$ cat config.mk
export PLATFORM = sky130hd
export DESIGN_NAME = rgb_pair_byte_serializer_flat
export DESIGN_NICKNAME = d
export VERILOG_FILES = /design/src/rtl/rgb_pair_byte_serializer_pkg.sv /design/src/rtl/rgb_pair_byte_serializer_if.sv /design/src/rtl/rgb_pair_byte_serializer_pair_sync_fifo.sv /design/src/rtl/rgb_pair_byte_serializer.sv /design/src/flat_wrapper.sv
export SDC_FILE = /design/constraint.sdc
export NUM_CORES = 1
export LEC_CHECK = 0
export ABC_AREA = 0
export CAP_MARGIN = 25
export CORE_MARGIN = 2
export CORE_UTILIZATION = 52
export DETAILED_ROUTE_END_ITERATION = 8
export PLACE_DENSITY = 0.81
export SYNTH_ARGS = -nofsm -noshare
export SYNTH_HDL_FRONTEND = slang
export SYNTH_SLANG_ARGS = --single-unit
export TNS_END_PERCENT = 10
$ cat constraint.sdc
create_clock -name HCLK -period 12.7 [get_ports HCLK]
set_input_delay 1.905 -clock HCLK [delete_from_list [all_inputs] [get_ports HCLK]]
set_output_delay 1.905 -clock HCLK [all_outputs]
set_load 0.02 [all_outputs]
$ cat src/rtl/rgb_pair_byte_serializer_pkg.sv
// Shared types for the RGB pair byte serializer: FSM states, byte-slot indices
// and the packed pixel-pair layout used between the FIFO and the serializer.
package rgb_pair_byte_serializer_pkg;

  typedef enum logic {
    ST_IDLE = 1'b0,
    ST_EMIT = 1'b1
  } state_t;

  typedef logic [2:0] byte_idx_t;

  // Slot order follows BMP pixel storage: blue, green, red per pixel.
  localparam byte_idx_t IDX_B0 = 3'd0;
  localparam byte_idx_t IDX_G0 = 3'd1;
  localparam byte_idx_t IDX_R0 = 3'd2;
  localparam byte_idx_t IDX_B1 = 3'd3;
  localparam byte_idx_t IDX_G1 = 3'd4;
  localparam byte_idx_t IDX_R1 = 3'd5;

  typedef struct packed {
    logic [7:0] b1;
    logic [7:0] g1;
    logic [7:0] r1;
    logic [7:0] b0;
    logic [7:0] g0;
    logic [7:0] r0;
  } pair_t;

  localparam int PAIR_W = $bits(pair_t);

  // Counter width able to hold 0..n-1, never narrower than one bit.
  function automatic int cnt_w(input int n);
    return (n > 1) ? $clog2(n) : 1;
  endfunction

endpackage

$ cat src/rtl/rgb_pair_byte_serializer_if.sv
// Byte stream between the serializer (master) and the BMP writer (slave):
// valid/ready handshake with end-of-line / end-of-frame qualifiers.
interface rgb_pair_byte_serializer_if;
  logic [7:0] out_byte;
  logic       out_valid;
  logic       out_ready;
  logic       out_eol;
  logic       out_eof;

  modport master (
    output out_byte,
    output out_valid,
    output out_eol,
    output out_eof,
    input  out_ready
  );

  modport slave (
    input  out_byte,
    input  out_valid,
    input  out_eol,
    input  out_eof,
    output out_ready
  );
endinterface

$ cat src/rtl/rgb_pair_byte_serializer_pair_sync_fifo.sv
// Synchronous FIFO with flush; read data is registered on pop (no fall-through),
// so rd_data doubles as the consumer's holding register.
module pair_sync_fifo #(
  parameter int DATA_W = 48,
  parameter int DEPTH  = 16
) (
  input  logic              clk,
  input  logic              rst,
  input  logic              flush,
  input  logic              wr_en,
  input  logic [DATA_W-1:0] wr_data,
  input  logic              rd_en,
  output logic [DATA_W-1:0] rd_data,
  output logic              full,
  output logic              empty
);

  localparam int AW    = (DEPTH > 1) ? $clog2(DEPTH) : 1;
  localparam int CNT_W = AW + 1;

  logic [DATA_W-1:0] mem [DEPTH];
  logic [AW-1:0]     wr_ptr;
  logic [AW-1:0]     rd_ptr;
  logic [CNT_W-1:0]  count;
  logic              do_rd;
  logic              do_wr;

  assign full  = (count == CNT_W'(DEPTH));
  assign empty = (count == '0);
  assign do_rd = rd_en & ~empty;
  // A pop frees a slot in the same cycle, so a write while full still lands.
  assign do_wr = wr_en & (~full | do_rd);

  always_ff @(posedge clk) begin
    if (rst || flush) begin
      wr_ptr <= '0;
      rd_ptr <= '0;
      count  <= '0;
    end else begin
      if (do_wr) wr_ptr <= wr_ptr + 1'b1;
      if (do_rd) rd_ptr <= rd_ptr + 1'b1;
      case ({do_wr, do_rd})
        2'b10:   count <= count + 1'b1;
        2'b01:   count <= count - 1'b1;
        default: count <= count;
      endcase
    end
  end

  always_ff @(posedge clk) begin
    if (do_wr && !flush) mem[wr_ptr] <= wr_data;
    if (do_rd && !flush) rd_data <= mem[rd_ptr];
  end

endmodule

$ cat src/rtl/rgb_pair_byte_serializer.sv
// Buffers 2-pixel RGB888 pairs and serializes each into BMP byte order
// (B0,G0,R0,B1,G1,R1) on a valid/ready byte stream with line/frame markers.
module rgb_pair_byte_serializer
  import rgb_pair_byte_serializer_pkg::*;
#(
  parameter int WIDTH      = 1680,
  parameter int HEIGHT     = 1050,
  parameter int FIFO_DEPTH = 16
) (
  input  logic       HCLK,
  input  logic       HRESET,
  input  logic       VSYNC,
  input  logic       HSYNC,
  input  logic [7:0] DATA_R0,
  input  logic [7:0] DATA_G0,
  input  logic [7:0] DATA_B0,
  input  logic [7:0] DATA_R1,
  input  logic [7:0] DATA_G1,
  input  logic [7:0] DATA_B1,
  rgb_pair_byte_serializer_if.master obus,
  output logic       frame_done,
  output logic       overflow,
  output logic       frame_err
);

  localparam int PAIRS_PER_LINE = WIDTH / 2;
  localparam int COL_W          = cnt_w(PAIRS_PER_LINE);
  localparam int ROW_W          = cnt_w(HEIGHT);
  localparam logic [COL_W-1:0] COL_LAST = COL_W'(PAIRS_PER_LINE - 1);
  localparam logic [ROW_W-1:0] ROW_LAST = ROW_W'(HEIGHT - 1);

  state_t           state_q, state_d;
  byte_idx_t        idx_q, idx_d;
  logic [COL_W-1:0] col_q;
  logic [ROW_W-1:0] row_q;
  pair_t            wr_pair;
  pair_t            held_pair;
  logic             fifo_full, fifo_empty;
  logic             push_req, pop, drop;
  logic             busy, abort;
  logic             out_valid_w, accept;
  logic             last_byte, line_end, frame_end;
  logic [7:0]       out_byte_w;

  assign wr_pair  = {DATA_B1, DATA_G1, DATA_R1, DATA_B0, DATA_G0, DATA_R0};
  // A pair arriving together with VSYNC belongs to no frame and is discarded.
  assign push_req = HSYNC & ~VSYNC;
  assign drop     = push_req & fifo_full & ~pop;

  assign busy  = ~fifo_empty | (state_q == ST_EMIT) | (row_q != '0) | (col_q != '0);
  assign abort = VSYNC & busy;

  assign out_valid_w = (state_q == ST_EMIT);
  assign accept      = out_valid_w & obus.out_ready;
  assign last_byte   = (idx_q == IDX_R1);
  assign line_end    = last_byte & (col_q == COL_LAST);
  assign frame_end   = line_end & (row_q == ROW_LAST);

  pair_sync_fifo #(
    .DATA_W (PAIR_W),
    .DEPTH  (FIFO_DEPTH)
  ) u_fifo (
    .clk     (HCLK),
    .rst     (HRESET),
    .flush   (abort),
    .wr_en   (push_req),
    .wr_data (wr_pair),
    .rd_en   (pop),
    .rd_data (held_pair),
    .full    (fifo_full),
    .empty   (fifo_empty)
  );

  always_ff @(posedge HCLK) begin
    if (HRESET) begin
      state_q <= ST_IDLE;
      idx_q   <= IDX_B0;
    end else begin
      state_q <= state_d;
      idx_q   <= idx_d;
    end
  end

  always_comb begin
    state_d = state_q;
    idx_d   = idx_q;
    pop     = 1'b0;
    if (abort) begin
      state_d = ST_IDLE;
      idx_d   = IDX_B0;
    end else begin
      unique case (state_q)
        ST_IDLE: begin
          if (!fifo_empty) begin
            pop     = 1'b1;
            state_d = ST_EMIT;
            idx_d   = IDX_B0;
          end
        end
        ST_EMIT: begin
          if (accept) begin
            if (last_byte) begin
              idx_d = IDX_B0;
              // Chain straight into the next pair so the stream has no bubble.
              if (!fifo_empty) pop = 1'b1;
              else             state_d = ST_IDLE;
            end else begin
              idx_d = idx_q + 3'd1;
            end
          end
        end
        default: state_d = ST_IDLE;
      endcase
    end
  end

  always_comb begin
    out_byte_w = 8'd0;
    if (out_valid_w) begin
      case (idx_q)
        IDX_B0:  out_byte_w = held_pair.b0;
        IDX_G0:  out_byte_w = held_pair.g0;
        IDX_R0:  out_byte_w = held_pair.r0;
        IDX_B1:  out_byte_w = held_pair.b1;
        IDX_G1:  out_byte_w = held_pair.g1;
        IDX_R1:  out_byte_w = held_pair.r1;
        default: out_byte_w = 8'd0;
      endcase
    end
  end

  assign obus.out_byte  = out_byte_w;
  assign obus.out_valid = out_valid_w;
  assign obus.out_eol   = out_valid_w & line_end;
  assign obus.out_eof   = out_valid_w & frame_end;

  always_ff @(posedge HCLK) begin
    if (HRESET) begin
      col_q      <= '0;
      row_q      <= '0;
      frame_done <= 1'b0;
      overflow   <= 1'b0;
      frame_err  <= 1'b0;
    end else begin
      frame_done <= accept & frame_end;
      if (drop) overflow <= 1'b1;
      if (abort) begin
        frame_err <= 1'b1;
        col_q     <= '0;
        row_q     <= '0;
      end else if (accept && last_byte) begin
        if (col_q == COL_LAST) begin
          col_q <= '0;
          row_q <= (row_q == ROW_LAST) ? '0 : row_q + 1'b1;
        end else begin
          col_q <= col_q + 1'b1;
        end
      end
    end
  end

endmodule

$ cat src/flat_wrapper.sv
// flat-port wrapper written by rule: the top's interface ports become plain ports
module rgb_pair_byte_serializer_flat import rgb_pair_byte_serializer_pkg::*;
#(
  parameter int WIDTH      = 1680,
  parameter int HEIGHT     = 1050,
  parameter int FIFO_DEPTH = 16
)
  (HCLK, HRESET, VSYNC, HSYNC, DATA_R0, DATA_G0, DATA_B0, DATA_R1, DATA_G1, DATA_B1, frame_done, overflow, frame_err, obus_out_byte, obus_out_valid, obus_out_eol, obus_out_eof, obus_out_ready);
  rgb_pair_byte_serializer_if obus_i ();
  input  logic HCLK;
  input  logic HRESET;
  input  logic VSYNC;
  input  logic HSYNC;
  input  logic [7:0] DATA_R0;
  input  logic [7:0] DATA_G0;
  input  logic [7:0] DATA_B0;
  input  logic [7:0] DATA_R1;
  input  logic [7:0] DATA_G1;
  input  logic [7:0] DATA_B1;
  output logic frame_done;
  output logic overflow;
  output logic frame_err;
  output wire logic [$bits(obus_i.out_byte)-1:0] obus_out_byte;
  output wire logic [$bits(obus_i.out_valid)-1:0] obus_out_valid;
  output wire logic [$bits(obus_i.out_eol)-1:0] obus_out_eol;
  output wire logic [$bits(obus_i.out_eof)-1:0] obus_out_eof;
  input wire logic [$bits(obus_i.out_ready)-1:0] obus_out_ready;
  assign obus_out_byte = obus_i.out_byte;
  assign obus_out_valid = obus_i.out_valid;
  assign obus_out_eol = obus_i.out_eol;
  assign obus_out_eof = obus_i.out_eof;
  assign obus_i.out_ready = obus_out_ready;
  rgb_pair_byte_serializer #(.WIDTH(WIDTH), .HEIGHT(HEIGHT), .FIFO_DEPTH(FIFO_DEPTH)) u_core (.HCLK(HCLK), .HRESET(HRESET), .VSYNC(VSYNC), .HSYNC(HSYNC), .DATA_R0(DATA_R0), .DATA_G0(DATA_G0), .DATA_B0(DATA_B0), .DATA_R1(DATA_R1), .DATA_G1(DATA_G1), .DATA_B1(DATA_B1), .obus(obus_i), .frame_done(frame_done), .overflow(overflow), .frame_err(frame_err));
endmodule
==> results.md <==
- The run finished with clean final reports.
- For this run, the detailed router's first-pass iteration total came to 5.
- For this block, the initial DRC count from the detailed router was 1981.
- The area growth from synthesis to layout is 13.4%.
- Entering global routing, the biggest net connects approximately 110 pins.
- Synthesis produced a netlist whose cell count is 1464.
- In the post-synthesis netlist, the biggest area contributors are sky130_fd_sc_hd__edfxtp_1 (75%), sky130_fd_sc_hd__mux4_2 (17%), sky130_fd_sc_hd__dfxtp_1 (2.5%), sky130_fd_sc_hd__clkbuf_1 (0.67%), sky130_fd_sc_hd__nor2_1 (0.67%).
- Once layout is complete, the cells apart from fillers number 2477.
- Dividing total power by cell area gives a power density of 170 nW/um^2.
- The mapped netlist covers 32900 um^2.
- The maximum cell stage delay along the critical path is 0.88 ns.
- The highest ir drop seen on vdd is roughly 94 uV.
- Of the available clock period, the critical path in the final layout requires 0.416.
- After clock tree synthesis, the repair step resized 0 gates.
- The clock-pin transition on the worst setup and hold timing paths is 0.07 ns.
- The cell that appears most often on the critical path is sky130_fd_sc_hd__nor2_1.
- The number of global-route vias before repair is 16300.
- The reported leakage power is 11.2 nW.
- In this run, synthesis inferred 816 flip-flops with an integrated enable.
- The peak fanout along the critical path is 20.
- The clock latency reported for the late side of the worst-skew pair is 0.64 ns.
- The number of violations of the max-capacitance limit is 0.
- The final standard cell utilization of the core is 0.594.
- The post-placement cell count is 2325.
- From bottom edge to top edge, the die measures 255 um.
- Clock skew on the completed layout was measured at 0.0352 ns.
- The count of buffer and inverter cells on the critical path is 1.
- The worst reg2reg path depth is 5.
- The least setup slack across all paths after layout is roughly 7.4 ns.
- Counting along the longest clock path gives a buffer depth of 3.
- The predominant post-synthesis flop cell is sky130_fd_sc_hd__edfxtp_1.
- The slowest stage of the critical path belongs to the cell sky130_fd_sc_hd__dfxtp_1.
- The initialized floorplan defines 92 standard-cell rows.
- The area of the core is 62700 um^2.
- Counting flops and latches in the post-synthesis netlist gives 857.
- The clock period could shrink to around 5.3 ns.
- The total wire length after detailed routing is 73200 um.
- The number of nets handed over by synthesis was 1529.
- Summed over all failing endpoints, the final setup total negative slack is 0 ns.
- Traced cell by cell, the critical path runs through and2_1 > ha_1 > a22oi_1 > a21oi_1 > nor2_1 > nor2_1 > clkdlybuf4s50_1.
- The detailed router placed 15500 vias in this run.
- The initial antenna violation count is 5.
- In the global route stage, overall resource usage came out at 0.229.
- Counting distinct cell types in the post-synthesis netlist gives 48.
- The via-per-instance ratio is 6.26.
- The proportion of layout cells with a drive suffix above 1 is 0.253.
- The number of buffers created by CTS is 84.
- Timing analysis after detailed placement gives a worst setup slack of ~7.0 ns.
- The hold-fix buffer count after cts is 0.
- Dividing the synthesized area by the synthesized cell count gives 22.5 um^2.
- At the end of routability-driven placement, the weighted congestion stood at just over 0.8.
- The width of the chip is 255 um.
- The capturing element type of the critical path is an output port.
- The class of the most critical hold timing path is reg2reg.
- After routing the design area is between 30000 and 40000 um^2.
- The kind of cell with the highest combined delay along the critical path is flip-flops.
- For this run the aggregate overflow at the end of global routing stands at 0.
- The register area share after synthesis is 0.770.
- The first global-routing pass estimated 109000 um of wire.
- The total of endpoints with negative setup slack in the final report is 0.
- Counting buffers and inverters, the worst setup path is 7 cells deep.
- During synthesis, Yosys emitted a total of 0 warnings.
- Counting instances, the worst hold path has a depth of 2.
- The placed instance area is around 35000 um^2.
- The count of nets left with antenna violations once routing finished came out at 0.
- 67 I/O pins were placed.
- The floorplan step defined a die boundary enclosing 65200 um^2.
- Counting flops with an async set or reset pin after synthesis yields a share of 0.
- The worst setup path is of the reg2out kind.
- The initial core utilization is 0.524.
- The hold violation total from the final report is 0.
- Buffers placed on the I/O ports in this run total 66.
- Timing would allow up to 0.189 GHz.
- Setup repair after global routing left no endpoint under its margin.
- In the routed design, unresolved DRC markers number 0.
- The number of H-tree levels is 3.
- The share of Yosys cell area claimed by the top area cell type is 0.745.
- The final-report max-slew violation count was 0.
- The TritonCTS clock tree is yes.
- STA puts the critical path data required time at about 11 ns.
- The buffer type at the clock tree root is sky130_fd_sc_hd__clkbuf_16.
- The arrival time at the worst endpoint is between 3 and 4 ns.
- The mean routed wirelength per cell is 29.6 um.
- After legalization and detailed placement, the total HPWL measured about 38000 um.
- The largest total area in the synthesized netlist belongs to sky130_fd_sc_hd__edfxtp_1.
- The worst-margin pin slew is 1.05 ns.
- The number of sinks handled by clock tree synthesis is between 800 and 900.
- STA classifies the critical path startpoint as a flop.
- After the last flow step, the layout net total stands at 1631.
- In this run the post-CTS setup repair buffer count came out at 0.
- In this run the tightest slew margin relative to its limit is 0.293.
-- layer usage --
layer  global-route usage  part of all wire  up-vias
met5                    0           0.00031        -
met4               0.0809             0.030        4
met3               0.0549             0.081      141
met2                0.389              0.52      820
met1                0.289              0.37     8162
li1                     -                 -     6382
-- synth_stat cells, types with 13 or more instances --
library cell	count
sky130_fd_sc_hd__edfxtp_1	816
sky130_fd_sc_hd__mux4_2	244
sky130_fd_sc_hd__clkbuf_1	59
sky130_fd_sc_hd__nor2_1	59
sky130_fd_sc_hd__dfxtp_1	41
sky130_fd_sc_hd__nor3_1	23
sky130_fd_sc_hd__a21oi_1	20
sky130_fd_sc_hd__nand2_1	20
sky130_fd_sc_hd__xnor2_1	15
sky130_fd_sc_hd__a22oi_1	13
sky130_fd_sc_hd__buf_1	13
sky130_fd_sc_hd__nand4_1	13
-- worst register-to-register path: cells and delay by family (launching register included) --
family / cells / cell delay [ns]
and+or+nand+nor: 3 / 1.41
AOI/OAI and AO/OA: 1 / 0.91
DFF: 1 / 0.88
buffers and inverters: 1 / 0.68
-- logic make-up (layout without fill, tap and decap cells) --
logic type,Yosys count,count (layout),share of synthesized area
multiplexers,249,249,0.169
AND/OR/NAND/NOR,175,175,0.0269
adder cells (fa/ha/maj),12,12,0.00457
other,0,3,0
XOR/XNOR,27,27,0.00719
flip-flops,857,857,0.770
buffers and inverters,90,254,0.0109
AO/OA/AOI/OAI,54,54,0.0112
-- through the flow --
stage               power [W]  hold WS (ns)
global placement      0.00396         0.432
floorplan             0.00376         0.446
detailed placement    0.00398         0.445
global route          0.00651         0.475
finish                0.00633         0.450
CTS                   0.00636         0.455
-- power by group --
part	switching [W]	total (W)	internal (W)
clock network	0.00102	0.00239	0.00137
registers	0.0000567	0.00325	0.00320
logic	0.000371	0.000686	0.000314
-- cell usage in the layout (no fill, tap or decap), types with 6 or more instances in the layout --
| master | n |
|---|---|
| sky130_fd_sc_hd__nand4_1 | 13 |
| sky130_fd_sc_hd__clkdlybuf4s50_1 | 66 |
| sky130_fd_sc_hd__xnor2_1 | 15 |
| sky130_fd_sc_hd__clkinv_2 | 13 |
| sky130_fd_sc_hd__or4_1 | 7 |
| sky130_fd_sc_hd__nor4_1 | 6 |
| sky130_fd_sc_hd__dfxtp_1 | 37 |
| sky130_fd_sc_hd__a22oi_1 | 13 |
| sky130_fd_sc_hd__nand2_1 | 20 |
| sky130_fd_sc_hd__ha_1 | 12 |
| sky130_fd_sc_hd__nor2_1 | 46 |
| sky130_fd_sc_hd__a21oi_1 | 20 |
| sky130_fd_sc_hd__edfxtp_1 | 816 |
| sky130_fd_sc_hd__bufinv_16 | 6 |
| sky130_fd_sc_hd__mux4_2 | 244 |
| sky130_fd_sc_hd__xor2_1 | 12 |
| sky130_fd_sc_hd__clkbuf_1 | 19 |
| sky130_fd_sc_hd__nor3_1 | 19 |
| sky130_fd_sc_hd__inv_1 | 11 |
| sky130_fd_sc_hd__nand3_1 | 12 |
| sky130_fd_sc_hd__nor2_2 | 8 |
| sky130_fd_sc_hd__buf_4 | 27 |
| sky130_fd_sc_hd__nor2_4 | 13 |
| sky130_fd_sc_hd__clkbuf_16 | 86 |
| sky130_fd_sc_hd__clkinv_1 | 19 |
-- cell type report --
| type | count | area, um^2 |
|---|---|---|
| Antenna cell | 3 | 7.51 |
| Clock buffer | 106 | 2240 |
| Clock inverter | 42 | 384 |
| Fill cell | 4127 | 25500 |
| Inverter | 11 | 41.3 |
| Multi-Input combinational cell | 517 | 7300 |
| Sequential cell | 857 | 25300 |
| Tap cell | 846 | 1060 |
| Timing Repair Buffer | 95 | 911 |
-- registers in the layout, indices dropped and copies added (netlist names), 3 cells and up --
register	flops
u_core.u_fifo.mem	768
u_core.row_q	11
u_core.idx_q	3
u_core.u_fifo.rd_ptr	4
u_core.u_fifo.rd_data	48
u_core.col_q	10
u_core.u_fifo.wr_ptr	4
u_core.u_fifo.count	5
-- final timing paths --
kind | startpoint | end | slack, ns
worst max-delay path | u_core.idx_q[0] | obus_out_byte[0] | 7.42
worst max register to register | u_core.idx_q[0] | u_core.u_fifo.mem[11][5] | 8.44
worst min-delay path | u_core.overflow | u_core.overflow | 0.45
worst min register to register | u_core.overflow | u_core.overflow | 0.45
Power figures use the tool's default switching activity.
